**src/rtl/zeroheti_rst_seq.sv**
```systemverilog
// rtl/zeroheti_rst_seq.sv - staggered SoC reset sequencer with lock/button synchronisers and reset-cause record
// Optional button debounce enabled by defining ZH_RST_BTN_DEBOUNCE_EN; otherwise a press is the synchronised rising edge.
module zeroheti_rst_seq #(
    parameter int SYNC_STAGES     = 2,
    parameter int STRETCH_CYCLES  = 16,
    parameter int STAGGER_CYCLES  = 4,
    parameter int DEBOUNCE_CYCLES = 1024
) (
    input  logic       clk_i,
    input  logic       rst_i,
    input  logic       locked_i,
    input  logic       btn_i,
    output logic       periph_rst_no,
    output logic       core_rst_no,
    output logic       ready_o,
    output logic [1:0] cause_o
);

    localparam int CNT_MAX = (STRETCH_CYCLES > STAGGER_CYCLES) ? STRETCH_CYCLES : STAGGER_CYCLES;
    localparam int CW      = $clog2(CNT_MAX + 1);

    localparam logic [1:0] CAUSE_RST  = 2'b00;
    localparam logic [1:0] CAUSE_LOCK = 2'b01;
    localparam logic [1:0] CAUSE_BTN  = 2'b10;

    if (SYNC_STAGES < 2 || STRETCH_CYCLES < 1 || STAGGER_CYCLES < 1 || DEBOUNCE_CYCLES < 2) begin : g_bad_param
        $error("zeroheti_rst_seq: parameter out of range");
    end

    typedef enum logic [1:0] {
        S_WAIT_LOCK = 2'd0,
        S_STRETCH   = 2'd1,
        S_PERIPH    = 2'd2,
        S_RUN       = 2'd3
    } state_t;

    logic [SYNC_STAGES-1:0] r_lock_sync;
    logic [SYNC_STAGES-1:0] r_btn_sync;
    logic                   w_locked_s;
    logic                   w_btn_s;
    logic                   w_press;
    logic                   w_active;

    state_t                 r_state;
    logic [CW-1:0]          r_cnt;
    logic [1:0]             r_cause;
    logic                   r_periph_rst_n;
    logic                   r_core_rst_n;
    logic                   r_ready;

    always_ff @(posedge clk_i) begin
        if (rst_i) begin
            r_lock_sync <= '0;
            r_btn_sync  <= '0;
        end else begin
            r_lock_sync <= {r_lock_sync[SYNC_STAGES-2:0], locked_i};
            r_btn_sync  <= {r_btn_sync[SYNC_STAGES-2:0], btn_i};
        end
    end

    assign w_locked_s = r_lock_sync[SYNC_STAGES-1];
    assign w_btn_s    = r_btn_sync[SYNC_STAGES-1];

`ifdef ZH_RST_BTN_DEBOUNCE_EN
    localparam int DBW = $clog2(DEBOUNCE_CYCLES + 1);

    logic [DBW-1:0] r_db_cnt;

    // Saturates at DEBOUNCE_CYCLES so a held button fires only once until released.
    always_ff @(posedge clk_i) begin
        if (rst_i || !w_btn_s) begin
            r_db_cnt <= '0;
        end else if (r_db_cnt != DBW'(DEBOUNCE_CYCLES)) begin
            r_db_cnt <= r_db_cnt + 1'b1;
        end
    end

    assign w_press = w_btn_s && (r_db_cnt == DBW'(DEBOUNCE_CYCLES - 1));
`else
    logic r_btn_q;

    always_ff @(posedge clk_i) begin
        if (rst_i) begin
            r_btn_q <= 1'b0;
        end else begin
            r_btn_q <= w_btn_s;
        end
    end

    assign w_press = w_btn_s && !r_btn_q;
`endif

    assign w_active = (r_state != S_WAIT_LOCK);

    // Outputs are registered alongside the state so they always match it.
    always_ff @(posedge clk_i) begin
        if (rst_i) begin
            r_state        <= S_WAIT_LOCK;
            r_cnt          <= '0;
            r_cause        <= CAUSE_RST;
            r_periph_rst_n <= 1'b0;
            r_core_rst_n   <= 1'b0;
            r_ready        <= 1'b0;
        end else if (w_active && !w_locked_s) begin
            r_state        <= S_WAIT_LOCK;
            r_cnt          <= '0;
            r_cause        <= CAUSE_LOCK;
            r_periph_rst_n <= 1'b0;
            r_core_rst_n   <= 1'b0;
            r_ready        <= 1'b0;
        end else if (w_active && w_press) begin
            r_state        <= S_WAIT_LOCK;
            r_cnt          <= '0;
            r_cause        <= CAUSE_BTN;
            r_periph_rst_n <= 1'b0;
            r_core_rst_n   <= 1'b0;
            r_ready        <= 1'b0;
        end else begin
            case (r_state)
                S_WAIT_LOCK: begin
                    if (w_locked_s) begin
                        r_state <= S_STRETCH;
                        r_cnt   <= '0;
                    end
                end
                S_STRETCH: begin
                    if (r_cnt == CW'(STRETCH_CYCLES - 1)) begin
                        r_state        <= S_PERIPH;
                        r_cnt          <= '0;
                        r_periph_rst_n <= 1'b1;
                    end else begin
                        r_cnt <= r_cnt + 1'b1;
                    end
                end
                S_PERIPH: begin
                    if (r_cnt == CW'(STAGGER_CYCLES - 1)) begin
                        r_state      <= S_RUN;
                        r_cnt        <= '0;
                        r_core_rst_n <= 1'b1;
                        r_ready      <= 1'b1;
                    end else begin
                        r_cnt <= r_cnt + 1'b1;
                    end
                end
                S_RUN: begin
                    r_state <= S_RUN;
                end
                default: begin
                    r_state        <= S_WAIT_LOCK;
                    r_cnt          <= '0;
                    r_periph_rst_n <= 1'b0;
                    r_core_rst_n   <= 1'b0;
                    r_ready        <= 1'b0;
                end
            endcase
        end
    end

    assign periph_rst_no = r_periph_rst_n;
    assign core_rst_no   = r_core_rst_n;
    assign ready_o       = r_ready;
    assign cause_o       = r_cause;

endmodule
```
**config.mk**
```make
export PLATFORM = sky130hd
export DESIGN_NAME = zeroheti_rst_seq
export DESIGN_NICKNAME = d
export VERILOG_FILES = /design/src/rtl/zeroheti_rst_seq.sv
export SDC_FILE = /design/constraint.sdc
export NUM_CORES = 1
export LEC_CHECK = 0
export CORE_UTILIZATION = 47
export DETAILED_ROUTE_END_ITERATION = 6
export PLACE_DENSITY = 0.72
export SYNTH_ARGS = -nofsm -noshare
export SYNTH_HDL_FRONTEND = slang
export SYNTH_SLANG_ARGS = --single-unit
```
**constraint.sdc**
```tcl
create_clock -name clk_i -period 1.55 [get_ports clk_i]
set_input_delay 0.3875 -clock clk_i [delete_from_list [all_inputs] [get_ports clk_i]]
set_output_delay 0.3875 -clock clk_i [all_outputs]
set_load 0.01 [all_outputs]
```
; Yosys cells after proc, flatten, opt, wreduce, memory -nomap -nowiden
; Index checks and enable logic that the tools add are counted.
[totals]
regBits = 16
in_bits = 4
output_inout_bits = 5
word_cells = 43
[classes]
addsub = 1
n_reduce_logical = 15
muxes = 10
eq_ne = 8
[op_table]
columns = op, n
row1 = 5-bit 2-to-1 mux, 3
row2 = 5-bit one-hot mux with 3 select lines, 1
row3 = 2-bit one-hot mux with 4 select lines, 1
row4 = 2-bit 2-to-1 mux, 3
row5 = 2-bit != test (second input constant), 3
row6 = 2-bit AND reduction, 3
row7 = 5-bit by 1-bit adder with 5-bit output (second input constant), 1
row8 = 5-bit by 2-bit == test with 1-bit output (second input constant), 1
row9 = 5-bit by 4-bit == test with 1-bit output (second input constant), 1
row10 = 2-bit == test (second input constant), 2
row11 = 2-bit nonzero test, 2
row12 = 1-bit logical AND, 3
row13 = 3-bit AND reduction, 1
row14 = 3-bit nonzero test, 1
row15 = 3-bit OR reduction, 1
row16 = 2-bit by 1-bit == test with 1-bit output (second input constant), 1
row17 = 1-bit zero test, 2
row18 = 2-bit zero test, 1
row19 = 1-bit 2-to-1 mux, 2
row20 = 2-bit OR reduction, 1

; Longest topological paths before layout
[depth]
ltp_word = 5
mapped_depth = 8
ltp_nobuf = 8

; Least setup slack after synthesis
; Ideal clock, no wire load.
[synth_path]
kind = register to register
start = register r_cnt[0]
end = register r_state[1]
path_buffers = 0
path_stages_with_launch = 6
setup_time_ns = 0.079
slack_ns = -0.107
arrival_ns = 1.577
synth_period_minus_slack_ns = 1.657
required_time_ns = 1.471
path_cell_list = dfxtp_1 ha_1 or4b_4 a211oi_4 nor2_1 a211oi_2
[synth_between]
elab_chain_cells = 3
word_cells_on_any_way = 5
classes_between = eq/ne: 4 / reduce/logical: 1
[synth_lines]
columns = item, line
row1 = from (decl), 45  ; logic [CW-1:0] r_cnt;
row2 = from (signal assigned), 132  ; r_cnt <= r_cnt + 1'b1;
row3 = from (signal assigned), 142  ; r_cnt <= r_cnt + 1'b1;
row4 = 5-bit by 2-bit == test with 1-bit output / 5-bit by 4-bit == test with 1-bit output (equally long branches), "136, 127"
row5 = 2-bit != test (no line), n/a
row6 = 3-bit AND reduction (no line) *, n/a
row7 = to (signal assigned), 137  ; r_state <= S_RUN;
row8 = to (signal assigned), 146  ; r_state <= S_RUN;
row9 = to (signal assigned), 149  ; r_state <= S_WAIT_LOCK;
row10 = to (decl), 44  ; state_t r_state;
; Every way passes the cells marked *; elsewhere a longest branch is shown, timed or not.
; A chain may end at the register's enable or synchronous reset.

; Final worst setup path
[layout_path]
start = register r_cnt[1]
end = register r_state[1]
; Same word-level chain as after synthesis.

==> results.md <==
- RR Endpoint: r_state[1]
- Sequential Area: between 300 and 400 µm²
- Critical Path AT: around 1.8 ns
- Post-synth ARST share: 0%
- DRC Markers: 0
- First-pass iteration count of the detailed router: 4
- Reg2reg setup slack: -0.1 ns
- Routed via count: slightly above 600
- Final core occ: between 60% and 70%
- Average cell area after synthesis: 9.49 µm²
- Switching Fraction: between 30% and 40%
- Vias/cell: 5.26
- Power Internal: 0.767 mW
- Syn Inst Count: 80
- Top post-synthesis cells by area: dfxtp_1 (42%), ha_1 (13%), nor2b_1 (6.6%)
- Final net count: 113
- Cts bufs inserted: 3
- CTS Sinks: 16
- Critical Path RT: ~1.7 ns
- R2R Path Start: r_cnt[1]
- Setup WS post-layout: -0.0999 ns
- Die Wd: between 40 and 50 µm
- Max Root-Sink Buffers: 2
- Count leader, synth: dfxtp_1
- Seq pwr share: about two fifths
- Share of layout cells above drive strength 1: a little under a third
- Final hold vios: 0
- Clock slew seen by the registers of the worst setup and hold paths: roughly 0.090 ns
- Hold Path Sink: r_lock_sync[1]
- Final setup fails: 5
- # diodes: 0
- Synth warnings: 0
- Placed instance count: around 110
- Iteration-0 DRC Markers: 10
- Switch Pwr: 0.357 mW
- Setup crit end kind: flip-flop
- Grt total ovfl: 0
- Mapped Area: ~760 µm²
- Power per cell area: about 1100 nW/µm²
- Clk_lat worst skew: approximately 0.28 ns
- Failing checks: negative setup slack
- Placement Rows: 14
- Seq/Total Area, Yosys: around 42%
- Top FF cell, synth: dfxtp_1
- Root Buffer: clkbuf_4
- Core area: around 1500 µm²
- Initial core utilization: 50.4%
- Top cell type's share of synthesized area: between 40 and 50%
- Max Slew Vio Count: 0
- Initial antenna violation count: 0
- Clock group share of total power: 18.3%
- Placer congestion estimate: roughly 0.8
- RSZ-0062 raised after global routing: true
- Post-synth EDFFs: 0
- Crit path kind: reg2reg
- Clock skew: around 0.0037 ns
- Leak: around 0.45 nW
- Die height: roughly 42 µm
- Final wirelength: about 1400 µm
- Worst-Margin Slew: about 0.26 ns
- Syn_nets: 92
- Gate power share: around two fifths
- Relative slew slack: around 83%
- DP HPWL: between 1000 and 1500 µm
- Hold WC Path Type: reg2reg
- Maximum vdd drop: 0.608 mV
- Hold buffer count at CTS: 0
- Count of cell types in the netlist: 28
- Critical Path Source Type: flip-flop
- Multi-input logic area: 452 µm²
- P&R area growth vs syn: 31.6%
- H-tree level count: 1
- GRT Total Usage: between 15 and 20%
- Synth area leader: dfxtp_1
- Tmin final: roughly 1.6 ns
- Max-Cap Viols: 0
- I/O pin total: 9
- F_max: 0.606 GHz
- CTS tree: built
- ANT nets after route: 0
- CP Max Fanout: 4
- Reg2Reg Depth: 5
- Top post-synthesis cells by count: dfxtp_1 (16), ha_1 (8), nor2_1 (8), nor2b_1 (8)
- Vias in the first global route: 560
- Setup TNS Final: -0.303 ns
- Fin cells: ~120
- Hold WS: between 0.4 and 0.5 ns
- Fillers: 123
- Status: complete, but fails checks
- Wirelength per Cell: between 10 and 15 µm
- Yosys reg bits: 16
- DIE AREA: approximately 1800 µm²
- Fin crit share: 106%
- Largest net degree at the start of global routing: 10
- IO buf count: 8
- Hold path cells: 1
- First-pass GRT wire length: between 2000 and 2500 µm
- Min-delay src: r_lock_sync[0]
[worst max path at each step]
stage          startpoint          to  slack, ns
2_1_floorplan    r_cnt[1]    r_cnt[2]       0.01
3_3_place_gp     r_cnt[0]  r_state[1]      -0.01
3_5_place_dp     r_cnt[0]  r_state[1]      -0.05
4_1_cts          r_cnt[1]  r_state[1]      -0.07
5_1_grt          r_cnt[1]  r_state[0]      -0.17
6_report         r_cnt[1]  r_state[1]       -0.1
[worst max-delay path, stage by stage, from the launching register on]
cell	delay (ns)
dfxtp_2	0.36
ha_4	0.14
or4b_4	0.50
a211oi_4	0.33
buf_4	0.16
a211oi_2	0.05
[layout make-up]
type | instances | share of cell area, %
inverters | 7 | 2.63
repair buffers | 18 | 15.6
well taps | 16 | 2.00
multi-input cells | 55 | 45.2
clock buffers | 3 | 2.25
flip-flops and latches | 16 | 32.3
[per-stage QoR]
step / area, µm² / power, mW / setup WS (ns)
after floorplan: 774 / 0.720 / 0.0139
after global placement: 916 / 0.839 / -0.0131
after detailed placement: 916 / 0.847 / -0.0487
after CTS: 942 / 1.06 / -0.0677
after global routing: 1000 / 1.20 / -0.167
final: 1000 / 1.12 / -0.0999
[power by group through the flow]
stage	Sequential [mW]	Combinational (mW)	Clock, mW
after CTS	0.468	0.376	0.214
after global placement	0.476	0.363	0
after global routing	0.471	0.500	0.230
final	0.467	0.452	0.206
after detailed placement	0.479	0.368	0
after floorplan	0.485	0.235	0
[state kept, by name (all words and copies together), names as in the netlist]
register,flops
r_btn_q,1
r_btn_sync,2
r_state,2
cause_o,2
ready_o,1
r_cnt,5
periph_rst_no,1
r_lock_sync,2
[cell families (layout without fill, tap and decap cells)]
family | count (synthesis) | count (layout) | share of synthesized area [%]
flip-flops | 16 | 16 | 42.2
buffers and inverters | 9 | 28 | 4.94
AO/OA/AOI/OAI | 17 | 17 | 17.0
adder cells (fa/ha/maj) | 8 | 8 | 13.2
multiplexers | 1 | 1 | 1.32
XOR/XNOR | 1 | 1 | 1.15
AND/OR/NAND/NOR | 28 | 28 | 20.3
[layer usage]
metal	vias up	GRT usage, %	part of all wire [%]
met1	286	20.3	46
li1	310	-	-
met3	0	5.60	3.2
met5	-	0	0
met4	0	5.00	0
met2	9	27.4	51
[layout by cell type, fill, tap and decap left out, drive strengths merged, types with 7 or more instances in the layout]
master   n
inv      7
nor2b    8
dfxtp   16
ha       8
buf     10
nor2     8
a21oi    7
[repair_timing]
action	4_1_cts	5_1_grt
pin swaps	0	2
endpoints found under the setup margin	8	9
resized for setup	3	10
setup buffers	1	2
No activity file was read; power rests on OpenSTA's default activity.
